===== src/rtl/bcd_down_timer.sv =====
// Programmable multi-digit BCD countdown timer with a borrow chain,
// a one-cycle expiry pulse and an optional periodic reload.
module bcd_down_timer #(
   parameter int DIGITS = 3
) (
   input  logic                  clk,
   input  logic                  resetn,
   input  logic                  load,
   input  logic [4*DIGITS-1:0]   load_val,
   input  logic                  start,
   input  logic                  stop,
   input  logic                  tick,
   input  logic                  reload_en,
   output logic [4*DIGITS-1:0]   count,
   output logic [DIGITS-1:0]     b_enable,
   output logic                  busy,
   output logic                  done
);

   localparam int W = 4 * DIGITS;

   typedef enum logic {
      IDLE = 1'b0,
      RUN  = 1'b1
   } state_t;

   state_t         state_q, state_d;
   logic [W-1:0]   count_q, count_d;
   logic [W-1:0]   reload_q, reload_d;
   logic           done_q, done_d;

   logic [W-1:0]   clamp_val;
   logic [W-1:0]   dec_val;
   logic           run;
   logic           qual_tick;
   logic           at_one;
   logic           clamp_zero;
   logic           borrow;

   assign run        = (state_q == RUN);
   assign qual_tick  = run & tick & ~load & ~stop;
   assign at_one     = (count_q == W'(1));
   assign clamp_zero = (clamp_val == '0);

   // Non-decimal digits saturate at 9 rather than wrapping.
   always_comb begin
      clamp_val = load_val;
      for (int i = 0; i < DIGITS; i++) begin
         if (load_val[4*i +: 4] > 4'd9) begin
            clamp_val[4*i +: 4] = 4'd9;
         end
      end
   end

   always_comb begin
      b_enable = '0;
      borrow   = qual_tick;
      for (int i = 0; i < DIGITS; i++) begin
         b_enable[i] = borrow;
         borrow      = borrow & (count_q[4*i +: 4] == 4'd0);
      end
   end

   always_comb begin
      dec_val = count_q;
      for (int i = 0; i < DIGITS; i++) begin
         if (b_enable[i]) begin
            if (count_q[4*i +: 4] == 4'd0) begin
               dec_val[4*i +: 4] = 4'd9;
            end else begin
               dec_val[4*i +: 4] = count_q[4*i +: 4] - 4'd1;
            end
         end
      end
   end

   always_comb begin
      state_d  = state_q;
      count_d  = count_q;
      reload_d = reload_q;
      done_d   = 1'b0;
      if (load) begin
         count_d  = clamp_val;
         reload_d = clamp_val;
         if (run && clamp_zero) begin
            state_d = IDLE;
         end
      end else begin
         unique case (state_q)
            IDLE: begin
               if (start && (count_q != '0)) begin
                  state_d = RUN;
               end
            end
            RUN: begin
               if (stop) begin
                  state_d = IDLE;
               end else if (tick) begin
                  if (at_one) begin
                     done_d = 1'b1;
                     // Periodic mode skips the 0 so the period is N ticks.
                     if (reload_en) begin
                        count_d = reload_q;
                     end else begin
                        count_d = '0;
                        state_d = IDLE;
                     end
                  end else begin
                     count_d = dec_val;
                  end
               end
            end
            default: state_d = IDLE;
         endcase
      end
   end

   always_ff @(posedge clk) begin
      if (!resetn) begin
         state_q  <= IDLE;
         count_q  <= '0;
         reload_q <= '0;
         done_q   <= 1'b0;
      end else begin
         state_q  <= state_d;
         count_q  <= count_d;
         reload_q <= reload_d;
         done_q   <= done_d;
      end
   end

   assign count = count_q;
   assign busy  = run;
   assign done  = done_q;

endmodule


===== config.mk =====
export PLATFORM = sky130hd
export DESIGN_NAME = bcd_down_timer
export DESIGN_NICKNAME = d
export VERILOG_FILES = /design/src/rtl/bcd_down_timer.sv
export SDC_FILE = /design/constraint.sdc
export NUM_CORES = 1
export LEC_CHECK = 0
export CELL_PAD_IN_SITES_DETAIL_PLACEMENT = 2
export CELL_PAD_IN_SITES_GLOBAL_PLACEMENT = 2
export CORE_MARGIN = 2
export CORE_UTILIZATION = 32
export CTS_BUF_LIST = sky130_fd_sc_hd__clkbuf_2 sky130_fd_sc_hd__clkbuf_4 sky130_fd_sc_hd__clkbuf_8
export CTS_CLUSTER_SIZE = 12
export DETAILED_ROUTE_END_ITERATION = 8
export GPL_TIMING_DRIVEN = 1
export PLACE_DENSITY_LB_ADDON = 0.1
export SETUP_SLACK_MARGIN = 0.15
export SYNTH_ARGS = -nofsm -noshare
export SYNTH_HDL_FRONTEND = slang
export SYNTH_SLANG_ARGS = --single-unit
export TNS_END_PERCENT = 5

===== constraint.sdc =====
create_clock -name clk -period 4.9 [get_ports clk]
set_input_delay 0.49 -clock clk [delete_from_list [all_inputs] [get_ports clk]]
set_output_delay 0.49 -clock clk [all_outputs]
set_load 0.02 [all_outputs]

==> results of run 1 <==
-- tightest hold or removal path, stage by stage, from the launching register on --
cell,delay [ns]
dfxtp_1,0.32
nand2_1,0.06
a21oi_1,0.05
-- cell usage after synthesis, drive strengths merged (4+ instances only) --
| library cell | instances |
|---|---|
| dfxtp | 26 |
| or4b | 4 |
| a31oi | 4 |
| clkbuf | 6 |
| nand3 | 5 |
| buf | 6 |
| o31ai | 7 |
| nand2 | 18 |
| nor2 | 13 |
| a21oi | 15 |
| a211oi | 4 |
| nand3b | 5 |
| inv | 4 |
| o21ai | 14 |
| nor4 | 7 |
| nor3 | 4 |
-- per-layer routing --
metal | share of wire | vias to the layer above | track usage
met4 | 0.0080 | 0 | 0.0314
met3 | 0.045 | 4 | 0.0319
met1 | 0.47 | 785 | 0.290
met2 | 0.47 | 39 | 0.353
li1 | - | 744 | -
met5 | 0 | - | 0
-- flip-flops by register name, indices dropped and copies added (netlist names) --
register and count:
busy 1, count 12, done 1, reload_q 12
-- power by group --
part / switching, mW / internal [mW] / total (mW)
clock network: 0.0723 / 0.0720 / 0.144
registers: 0.0195 / 0.225 / 0.245
logic: 0.0777 / 0.0590 / 0.137
total: 0.169 / 0.356 / 0.526
-- cells by family (layout without fill, tap and decap cells) --
family                 Yosys count  after routing  synth area share
AOI/OAI and AO/OA               67             67             0.315
muxes                            3              3            0.0202
buffers and inverters           16             44            0.0513
and+or+nand+nor                 68             68             0.264
DFF                             26             26             0.350
-- path summary, 6_finish.rpt --
kind                       startpoint                       end  slack [ns]  cells past startpoint
max                              load               b_enable[2]        1.94                      6
min          reload_q[2]$_SDFFE_PN0P_  reload_q[2]$_SDFFE_PN0P_        0.47                      2
max reg2reg     count[5]$_SDFFE_PN0P_    count[10]$_SDFFE_PN0P_        2.57                      4
min reg2reg  reload_q[2]$_SDFFE_PN0P_  reload_q[2]$_SDFFE_PN0P_        0.47                      2
-- layout make-up --
| cell class | count | share of cell area |
|---|---|---|
| flip-flops and latches | 26 | 0.273 |
| multi-input cells | 138 | 0.468 |
| clock buffers | 4 | 0.0289 |
| well taps | 52 | 0.0341 |
| inverters | 4 | 0.00788 |
| repair buffers | 36 | 0.188 |
-- through the flow --
| stage | hold WS (ns) | utilization | power, mW | setup WS (ns) | cells |
|---|---|---|---|---|---|
| 2_1_floorplan | 0.439 | - | 0.328 | 2.82 | 180 |
| 3_3_place_gp | 0.452 | 0.419 | 0.380 | 2.07 | 256 |
| 3_5_place_dp | 0.460 | 0.419 | 0.386 | 1.97 | 256 |
| 4_1_cts | 0.474 | 0.432 | 0.529 | 1.95 | 260 |
| 5_1_grt | 0.498 | 0.432 | 0.554 | 1.86 | 260 |
| 6_report | 0.471 | 0.432 | 0.526 | 1.94 | 260 |
==> results.cfg, run 1 <==
[synth]
ys_warn_count = 0
ys_types = 50
yosysTopAreaCell = dfxtp_1
synth_flop_cell = dfxtp_1
yosysSeqAreaShare = 0.350
ys_top_cells_by_area = dfxtp_1 35%, a21oi_1 5.0%, nand2_1 4.5%
synth_cells = 180
async_flop_share = 0
synth_edf_count = 0
yosysTopAreaCellShare = 0.350
ys_ff_latch = 26
syn_nets = 199
syn_area_um2 = 1490
avgSynthCellArea_um2 = 8.27

[placed_design]
dp_hpwl_um = 3830
place_area_um2 = 1850
gp_congestion = 0.817
port_buffers = 35

[grt]
antenna_found_initial = 0
grt_pass1_vias = 1646
grtUsageTotal = 0.210
gr-total-overflow = 0
grt_max_degree = 25
grt_pass1_wl_um = 8530

[detailed_routing]
drc_errors = 0
ant_nets = 0
first_pass_iters = 4
vias = 1572
vias_per_cell = 6.05
drt-wirelength-per-cell_um = 20.2
drt_iter0_drc = 53
wirelength_um = 5260

[timing]
worst_pin_slew_ns = 0.743
fin_crit_sh = 0.604
final-setup-viol-count = 0
hold_viol = 0
fmax_mhz = 338
skew_ns = 0.00725
worst_slew_margin_rel = 0.504
rsz0062_at_grt = no
slew_violations = 0
tns_ns = 0
fin_crit_ns = 2.96

[clocking]
clk_pin_slew_ns = 0.09
cts_resized = 0
cts.sinks = 26
cts_tree = done
post-cts-setup-buffers = 0
insertion_delay_ns = 0.28
clock-root-buffer = clkbuf_8
cts_buffer_depth = 2
ctsHoldBuffers = 0
htree_levels = 1
cts_made_buffers = 3

[hold_path]
holdCritPathClass = reg -> reg

[critical_path]
endpoint_kind = output pin
cp_slowest_cell = clkdlybuf4s50_1
crit_family = buffers and inverters
cp_max_fo = 24
startpoint_type = input port
critPathKind = in -> out
path_common_cell = clkdlybuf4s50_1
critical_path_required_ns = 4.41
cp_num_buf_inv = 3
crit_path_max_incr_delay_ns = 0.63
cp_cell_sequence = clkdlybuf4s50_1 > buf_4 > nor3b_1 > nand2_1 > nor3_1 > clkdlybuf4s50_1
arrival_ns = 2.47

[die]
ios = 36
initial_core_util = 0.337
die_x_um = 72.2
fp.coreArea_um2 = 4410
die_h_um = 72.2
die-area_um2 = 5210
placementRows = 24

[layout]
fill_cells = 493
final_common_cell = clkdlybuf4s50_1
layout-drive-gt1-share = 0.0769
fin_area_um2 = 1910
regArea_um2 = 520
nNetsFinal = 228
multi_input_area_um2 = 892
area_delta_synth_final_pct = 28.0
final_cell_mix = 35 x clkdlybuf4s50_1, 26 x dfxtp_1, 18 x nand2_1
diodes = 0

[power]
ir_worst_vdd_uv = 95.7
p_leak_nw = 0.649
pwr_density_cell_nw_per_um2 = 276

[run]
maxCapViolations = 0

[run_status]
outcome = finished clean
(Power assumes the default switching activity.)
==> run 2, diff against run 1 <==
- CORE_UTILIZATION: 32 -> 26
- clock period: 4.9 -> 2.4 ns (I/O delays scaled with it)
==> results.cfg, run 2 (same netlist as run 1, synthesis figures left out) <==
[timing]
worst_slew_margin_rel = 0.648
fin_ws_ns = 0.211
slew_violations = 0
fmax_mhz = 457
final-setup-viol-count = 0
hold_viol = 0
fin_crit_sh = 0.912
rsz0062_at_grt = yes
tns_ns = 0
skew_ns = 0.00280
worst_pin_slew_ns = 0.523
fin_crit_ns = 2.19

[placed_design]
port_buffers = 35
dp_slack_ns = 0.173
gp_congestion = 0.827
dp_hpwl_um = 4310

[die]
die-area_um2 = 6350
fp.coreArea_um2 = 5510
initial_core_util = 0.270
ios = 36
die_x_um = 79.7
placementRows = 27
die_h_um = 79.7

[grt]
gr-total-overflow = 0
grt_pass1_wl_um = 9140
grtUsageTotal = 0.186
antenna_found_initial = 0
grt_pass1_vias = 1701
grt_max_degree = 24

[clocking]
clk_pin_slew_ns = 0.09
cts_buffer_depth = 2
cts_tree = done
cts.sinks = 26
clock-root-buffer = clkbuf_8
ctsHoldBuffers = 0
htree_levels = 1
insertion_delay_ns = 0.27
cts_made_buffers = 3

[layout]
nNetsFinal = 241
final_cell_mix = 34 x clkdlybuf4s50_1, 26 x dfxtp_1, 18 x nand2_1
area_delta_synth_final_pct = 38.1
fill_cells = 623
final_common_cell = clkdlybuf4s50_1
multi_input_area_um2 = 905
layout-drive-gt1-share = 0.145
regArea_um2 = 520
finish.utilization = 0.373
diodes = 0

[critical_path]
critical_path_required_ns = 2.16
cp_max_fo = 9
startpoint_type = register
endpoint_kind = output pin
arrival_ns = 1.95
critPathKind = reg -> out

[power]
p_leak_nw = 0.728
total_power_mw = 1.18
pwr_density_cell_nw_per_um2 = 575
ir_worst_vdd_uv = 195

[detailed_routing]
first_pass_iters = 4
vias = 1594
ant_nets = 0
wirelength_um = 5610
drt-wirelength-per-cell_um = 19.1
drc_errors = 0
vias_per_cell = 5.44
drt_iter0_drc = 57

[hold_path]
holdCritPathClass = reg -> reg

[run_status]
outcome = finished clean

[run]
maxCapViolations = 0
==> run 2: timing repair <==
| action | 4_1_cts | 5_1_grt |
|---|---|---|
| resized for setup | 2 | 2 |
| setup endpoints to repair | 2 | 7 |
| pin swaps | 0 | 1 |
| buffers inserted | 0 | 0 |
==> run 2: final timing paths <==
| check | start | end | slack (ns) | cells after the start |
|---|---|---|---|---|
| setup / recovery | count[1]$_SDFFE_PN0P_ | b_enable[1] | 0.21 | 3 |
| hold / removal | reload_q[2]$_SDFFE_PN0P_ | reload_q[2]$_SDFFE_PN0P_ | 0.47 | 2 |
| setup reg to reg | count[1]$_SDFFE_PN0P_ | count[8]$_SDFFE_PN0P_ | 0.24 | 4 |
| hold reg to reg | reload_q[2]$_SDFFE_PN0P_ | reload_q[2]$_SDFFE_PN0P_ | 0.47 | 2 |
==> run 2: per-stage QoR <==
step	hold slack [ns]	cell area (um2)	cells
2_1_floorplan	0.380	1490	180
3_3_place_gp	0.457	1970	289
3_5_place_dp	0.465	1970	289
4_1_cts	0.480	2050	293
5_1_grt	0.503	2060	293
6_report	0.475	2060	293
==> run 2: final cells by class <==
| cell class | count | area share |
|---|---|---|
| Multi-Input combinational cell | 138 | 0.440 |
| Inverter | 4 | 0.00730 |
| Timing Repair Buffer | 49 | 0.221 |
| Tap cell | 72 | 0.0438 |
| Clock buffer | 3 | 0.0201 |
| Clock inverter | 1 | 0.0146 |
| Sequential cell | 26 | 0.253 |
==> run 2: critical path: stages (launching register included) <==
cell             delay (ns)
dfxtp_1                0.40
or4_4                  0.56
nor2_1                 0.11
clkdlybuf4s50_1        0.61
==> run 2: where the power goes <==
part	switching, mW	total (mW)	internal (mW)
logic	0.177	0.325	0.148
clock network	0.145	0.368	0.223
registers	0.0295	0.490	0.460
==> run 2: routing by layer <==
| metal | up-vias | track usage | share of wire |
|---|---|---|---|
| li1 | 768 | - | - |
| met1 | 805 | 0.243 | 0.48 |
| met2 | 19 | 0.329 | 0.49 |
| met3 | 2 | 0.0226 | 0.019 |
| met4 | 0 | 0.0362 | 0.0045 |
| met5 | - | 0 | 0 |
==> run 3, diff against run 2 <==
- clock period: 2.4 -> 1.9 ns (I/O delays scaled with it)
==> results.cfg, run 3 (same netlist as run 1, synthesis figures left out) <==
[run_status]
outcome = finished, violations left
violations = negative setup slack

[clocking]
clk_pin_slew_ns = 0.10
cts_made_buffers = 3
insertion_delay_ns = 0.28
htree_levels = 1
cts_tree = done
cts_buffer_depth = 2
clock-root-buffer = clkbuf_8
cts.sinks = 26
ctsHoldBuffers = 0

[timing]
final-setup-viol-count = 6
fin_crit_ns = 1.95
fmax_mhz = 513
slew_violations = 0
rsz0062_at_grt = yes
fin_ws_ns = -0.0498
skew_ns = 0.00570
worst_pin_slew_ns = 0.629
tns_ns = -0.135
hold_viol = 0
fin_crit_sh = 1.03
worst_slew_margin_rel = 0.580

[layout]
finish.utilization = 0.431
layout.cells.non_filler = 320
final_cell_mix = 33 x buf_4, 32 x clkdlybuf4s50_1, 21 x dfxtp_1
diodes = 0
layout-drive-gt1-share = 0.298
final_common_cell = buf_4
nNetsFinal = 268
area_delta_synth_final_pct = 59.4

[run]
maxCapViolations = 0

[die]
initial_core_util = 0.270
die-area_um2 = 6350
die_h_um = 79.7
die_x_um = 79.7
ios = 36
fp.coreArea_um2 = 5510
placementRows = 27

[detailed_routing]
vias_per_cell = 5.39
wirelength_um = 6100
drt-wirelength-per-cell_um = 19.0
ant_nets = 0
first_pass_iters = 4
drt_iter0_drc = 57
drc_errors = 0
vias = 1725

[grt]
antenna_found_initial = 0
grt_pass1_wl_um = 9830
grt_max_degree = 24
gr-total-overflow = 0
use_met2 = 0.359
grtUsageMet1 = 0.241
grt_pass1_vias = 1899
grtUsageMet3 = 0.0317
grtUsageTotal = 0.200
top_usage_layer = met2

[power]
pwr_density_cell_nw_per_um2 = 693
ir_worst_vdd_uv = 302
p_leak_nw = 0.892

[placed_design]
gp_congestion = 0.831
dp.cells = 314
dp_hpwl_um = 4590
port_buffers = 35

[critical_path]
r2r_start = count[5]$_SDFFE_PN0P_
rrSetupSlack_ns = -0.05
critPathKind = reg -> reg
critical_path_required_ns = 2.11
endpoint_kind = register
startpoint = count[5]$_SDFFE_PN0P_
cp-endpoint = count[7]$_SDFFE_PN0P_
reg2reg_depth = 6
arrival_ns = 2.16
r2r_end = count[7]$_SDFFE_PN0P_
startpoint_type = register
cp_max_fo = 5

[hold_path]
holdCritPathClass = reg -> reg
==> run 3: cell types whose count changed in the layout (fill, tap and decap cells not counted), moves of 3 or more <==
cell	before	now
buf_4	14	33
buf_6	0	8
dfxtp_1	26	21
dfxtp_2	0	4
o31ai_1	7	4
o31ai_4	0	3
==> run 3: stage by stage <==
| stage | setup slack (ns) | hold WS (ns) | area, um2 | power (mW) |
|---|---|---|---|---|
| after floorplan | 0.0446 | 0.330 | 1510 | 0.857 |
| after detailed placement | -0.257 | 0.462 | 2200 | 1.12 |
| final | -0.0498 | 0.470 | 2370 | 1.65 |
| after global routing | -0.129 | 0.499 | 2370 | 1.73 |
| after CTS | -0.0286 | 0.477 | 2310 | 1.64 |
| after global placement | -0.147 | 0.455 | 2200 | 1.10 |
==> run 3: area by class of cell <==
class | instances | area [um2]
inverters | 4 | 15.0
flip-flops and latches | 26 | 529
fillers | 597 | 3130
well taps | 72 | 90.1
clock inverters | 1 | 30.0
clock buffers | 3 | 41.3
repair buffers | 76 | 693
multi-input cells | 138 | 975
==> run 3: power by group <==
| group | switching [mW] | internal [mW] |
|---|---|---|
| Sequential | 0.0225 | 0.582 |
| Clock | 0.195 | 0.282 |
| Combinational | 0.281 | 0.282 |
==> run 3: how the worst min path moves through the flow <==
stage	cells after the start	end	slack, ns	startpoint
after floorplan	2	reload_q[10]$_SDFFE_PN0P_	0.33	load_val[10]
after global placement	2	reload_q[10]$_SDFFE_PN0P_	0.45	reload_q[10]$_SDFFE_PN0P_
after detailed placement	2	reload_q[10]$_SDFFE_PN0P_	0.46	reload_q[10]$_SDFFE_PN0P_
after CTS	2	reload_q[10]$_SDFFE_PN0P_	0.48	reload_q[10]$_SDFFE_PN0P_
after global routing	2	reload_q[10]$_SDFFE_PN0P_	0.50	reload_q[10]$_SDFFE_PN0P_
final	2	reload_q[10]$_SDFFE_PN0P_	0.47	reload_q[10]$_SDFFE_PN0P_
==> run 3: worst max-delay path, cell delays in order, from the launching register on <==
cell and delay (ns):
dfxtp_4 0.35, or4_4 0.61, buf_12 0.17, nor4_4 0.32
buf_6 0.18, o31ai_4 0.06, a31oi_1 0.17
==> run 3: timing repair <==
item                       4_1_cts  5_1_grt
setup endpoints to repair       16       15
buffers inserted                 2        0
pin swaps                       10       11
gates resized for setup         18       15
==> run 3: layer usage <==
layer,up-vias,part of all wire
li1,826,-
met1,864,0.44
met2,27,0.52
met3,8,0.026
met4,0,0.017
met5,-,0
==> edit: new RTL, config.mk and constraints of run 2 <==
Set the parameter `DIGITS` to 6 (it was 3).
--- a/src/rtl/bcd_down_timer.sv
+++ b/src/rtl/bcd_down_timer.sv
@@ -1,7 +1,7 @@
 // Programmable multi-digit BCD countdown timer with a borrow chain,
 // a one-cycle expiry pulse and an optional periodic reload.
 module bcd_down_timer #(
-   parameter int DIGITS = 3
+   parameter int DIGITS = 6
 ) (
    input  logic                  clk,
    input  logic                  resetn,
Ports: changed (resized b_enable, count and load_val); port bits go from 36 to 63. No check against the original RTL was run, so the function may have changed too.
==> edit against run 2 <==
  * Sequential cell count increased by 24
  * Largest cell class unchanged
  * Routed wire length is 140% higher
  * Hold slack got worse by 0.0039 ns
  * Utilization fell by 0.87 points
  * Worst setup slack lost 0.042 ns
  * Synthesized area rose by 100%
  * Final area grew 100%
  * Register-to-register slack got worse by 0.05 ns
  * Highest routed layer unchanged
  * Count of clock-buffer cells in the layout increased by 4
  * Total power rose by 92%
==> edit: results (changes against run 2) <==
[final_layout]
fin_nets = 511  ; +110%
drive_gt1_frac = 0.181  ; +0.0361
fill_cells = 1357  ; +120%

[critical_path]
critPathMaxFanout = 5  ; -4
r2r_cells = 7  ; +3
r2r_start = count[19]
cp.arrival_ns = 1.99  ; +0.04 ns

[pwr]
power_switching_uw = 761  ; +120%
ir_drop_uv = 206  ; +5.9%

[clocking]
clk_latency_ns = 0.34  ; +0.07 ns
htree_levels = 2  ; +1
cts_made_buffers = 5  ; +2

[logic_synthesis]
synth-compound-area-share = 0.306  ; -0.00943
synthMuxAreaShare = 0.0165  ; -0.00367
syn_inst = 385  ; +110%
yosys-top-cells-area = dfxtp_1 (33%), nand2_1 (6.7%), a21oi_1 (6.3%)
syn_nets = 416  ; +110%
yosys.area_share.xor_xnor = 0.00289  ; +0.00289

[routing]
drt_iter0_markers = 128  ; +120%
wl_um = 13500  ; +140%
vias = 3477  ; +120%
viasPerCell = 5.57  ; +2.4%

[min_path]
hold_start = reload_q[9]

[placed_design]
hpwl_um = 9970  ; +130%
dp_cells = 616  ; +110%
gp_congestion = 0.770  ; -6.9%
port_buffers = 62  ; +77%

[global_routing]
grt_max_degree = 58  ; +140%
grt_pass1_vias = 3772  ; +120%
grt_pass1_wl_um = 21500  ; +130%

[sta]
fin_skew_ns = 0.00817  ; +0.00538 ns

[status]
status = finished, final reports clean

[edit: changes by cell type in the layout (fill, tap and decap cells not counted), sizes merged, moves of 19 or more]
cell           delta
nand2            +36
dfxtp            +24
o21ai            +19
buf              +43
clkdlybuf4s50    +22
a21oi            +24
[edit: stage by stage]
stage          hold slack [ns]   util  setup slack (ns)  instance area (sq um)  TNS [ns]
2_1_floorplan            0.376      -             0.247                   3030         0
3_5_place_dp             0.462  0.354            -0.187                   4050    -0.728
5_1_grt                  0.505  0.365            0.0782                   4160         0
4_1_cts                  0.473  0.364            0.0977                   4160         0
6_report                 0.471  0.365             0.168                   4160         0
3_3_place_gp             0.443  0.354            -0.173                   4050    -0.717
[edit: final cells by class]
type | count | area, sq um | share of cell area
Inverter | 11 | 41.3 | 0.00992
Tap cell | 143 | 179 | 0.0430
Timing Repair Buffer | 115 | 993 | 0.239
Clock inverter | 1 | 30.0 | 0.00721
Multi-Input combinational cell | 297 | 1830 | 0.441
Clock buffer | 7 | 83.8 | 0.0201
Sequential cell | 50 | 1000 | 0.241
[edit: tightest hold or removal path: stages, from the launching register on]
cell and delay, ns:
dfxtp_1 0.32, nand2_1 0.06, a21oi_1 0.05
[edit: worst min-delay path by stage]
stage	end	slack, ns	depth (start not counted)
global placement	reload_q[23]	0.44	2
detailed placement	reload_q[9]	0.46	2
global route	reload_q[9]	0.50	2
finish	reload_q[9]	0.47	2
floorplan	reload_q[10]	0.38	2
CTS	reload_q[9]	0.47	2
[edit: layer usage]
metal	track usage	vias up
met2	0.383	51
met4	0.0650	0
met5	0	-
met3	0.0278	15
li1	-	1643
met1	0.287	1768
[edit: kinds of logic after synthesis]
logic type             after synthesis
XOR/XNOR                             1
buffers and inverters               38
flip-flops                          50
AND/OR/NAND/NOR                    151
multiplexers                         5
AO/OA/AOI/OAI                      140
[edit: power by group through the flow]
stage / sequential [uW] / clock, uW / combinational (uW)
final: 939 / 673 / 659
after global routing: 949 / 715 / 716
after CTS: 936 / 690 / 658
after detailed placement: 952 / 0 / 654
after global placement: 949 / 0 / 639
after floorplan: 983 / 0 / 307
[edit: what timing repair did]
item	CTS	global route
pin swaps	0	1
gates resized for setup	15	9
setup endpoints to repair	5	19
endpoints found under the hold margin	0	0
cloned	0	0
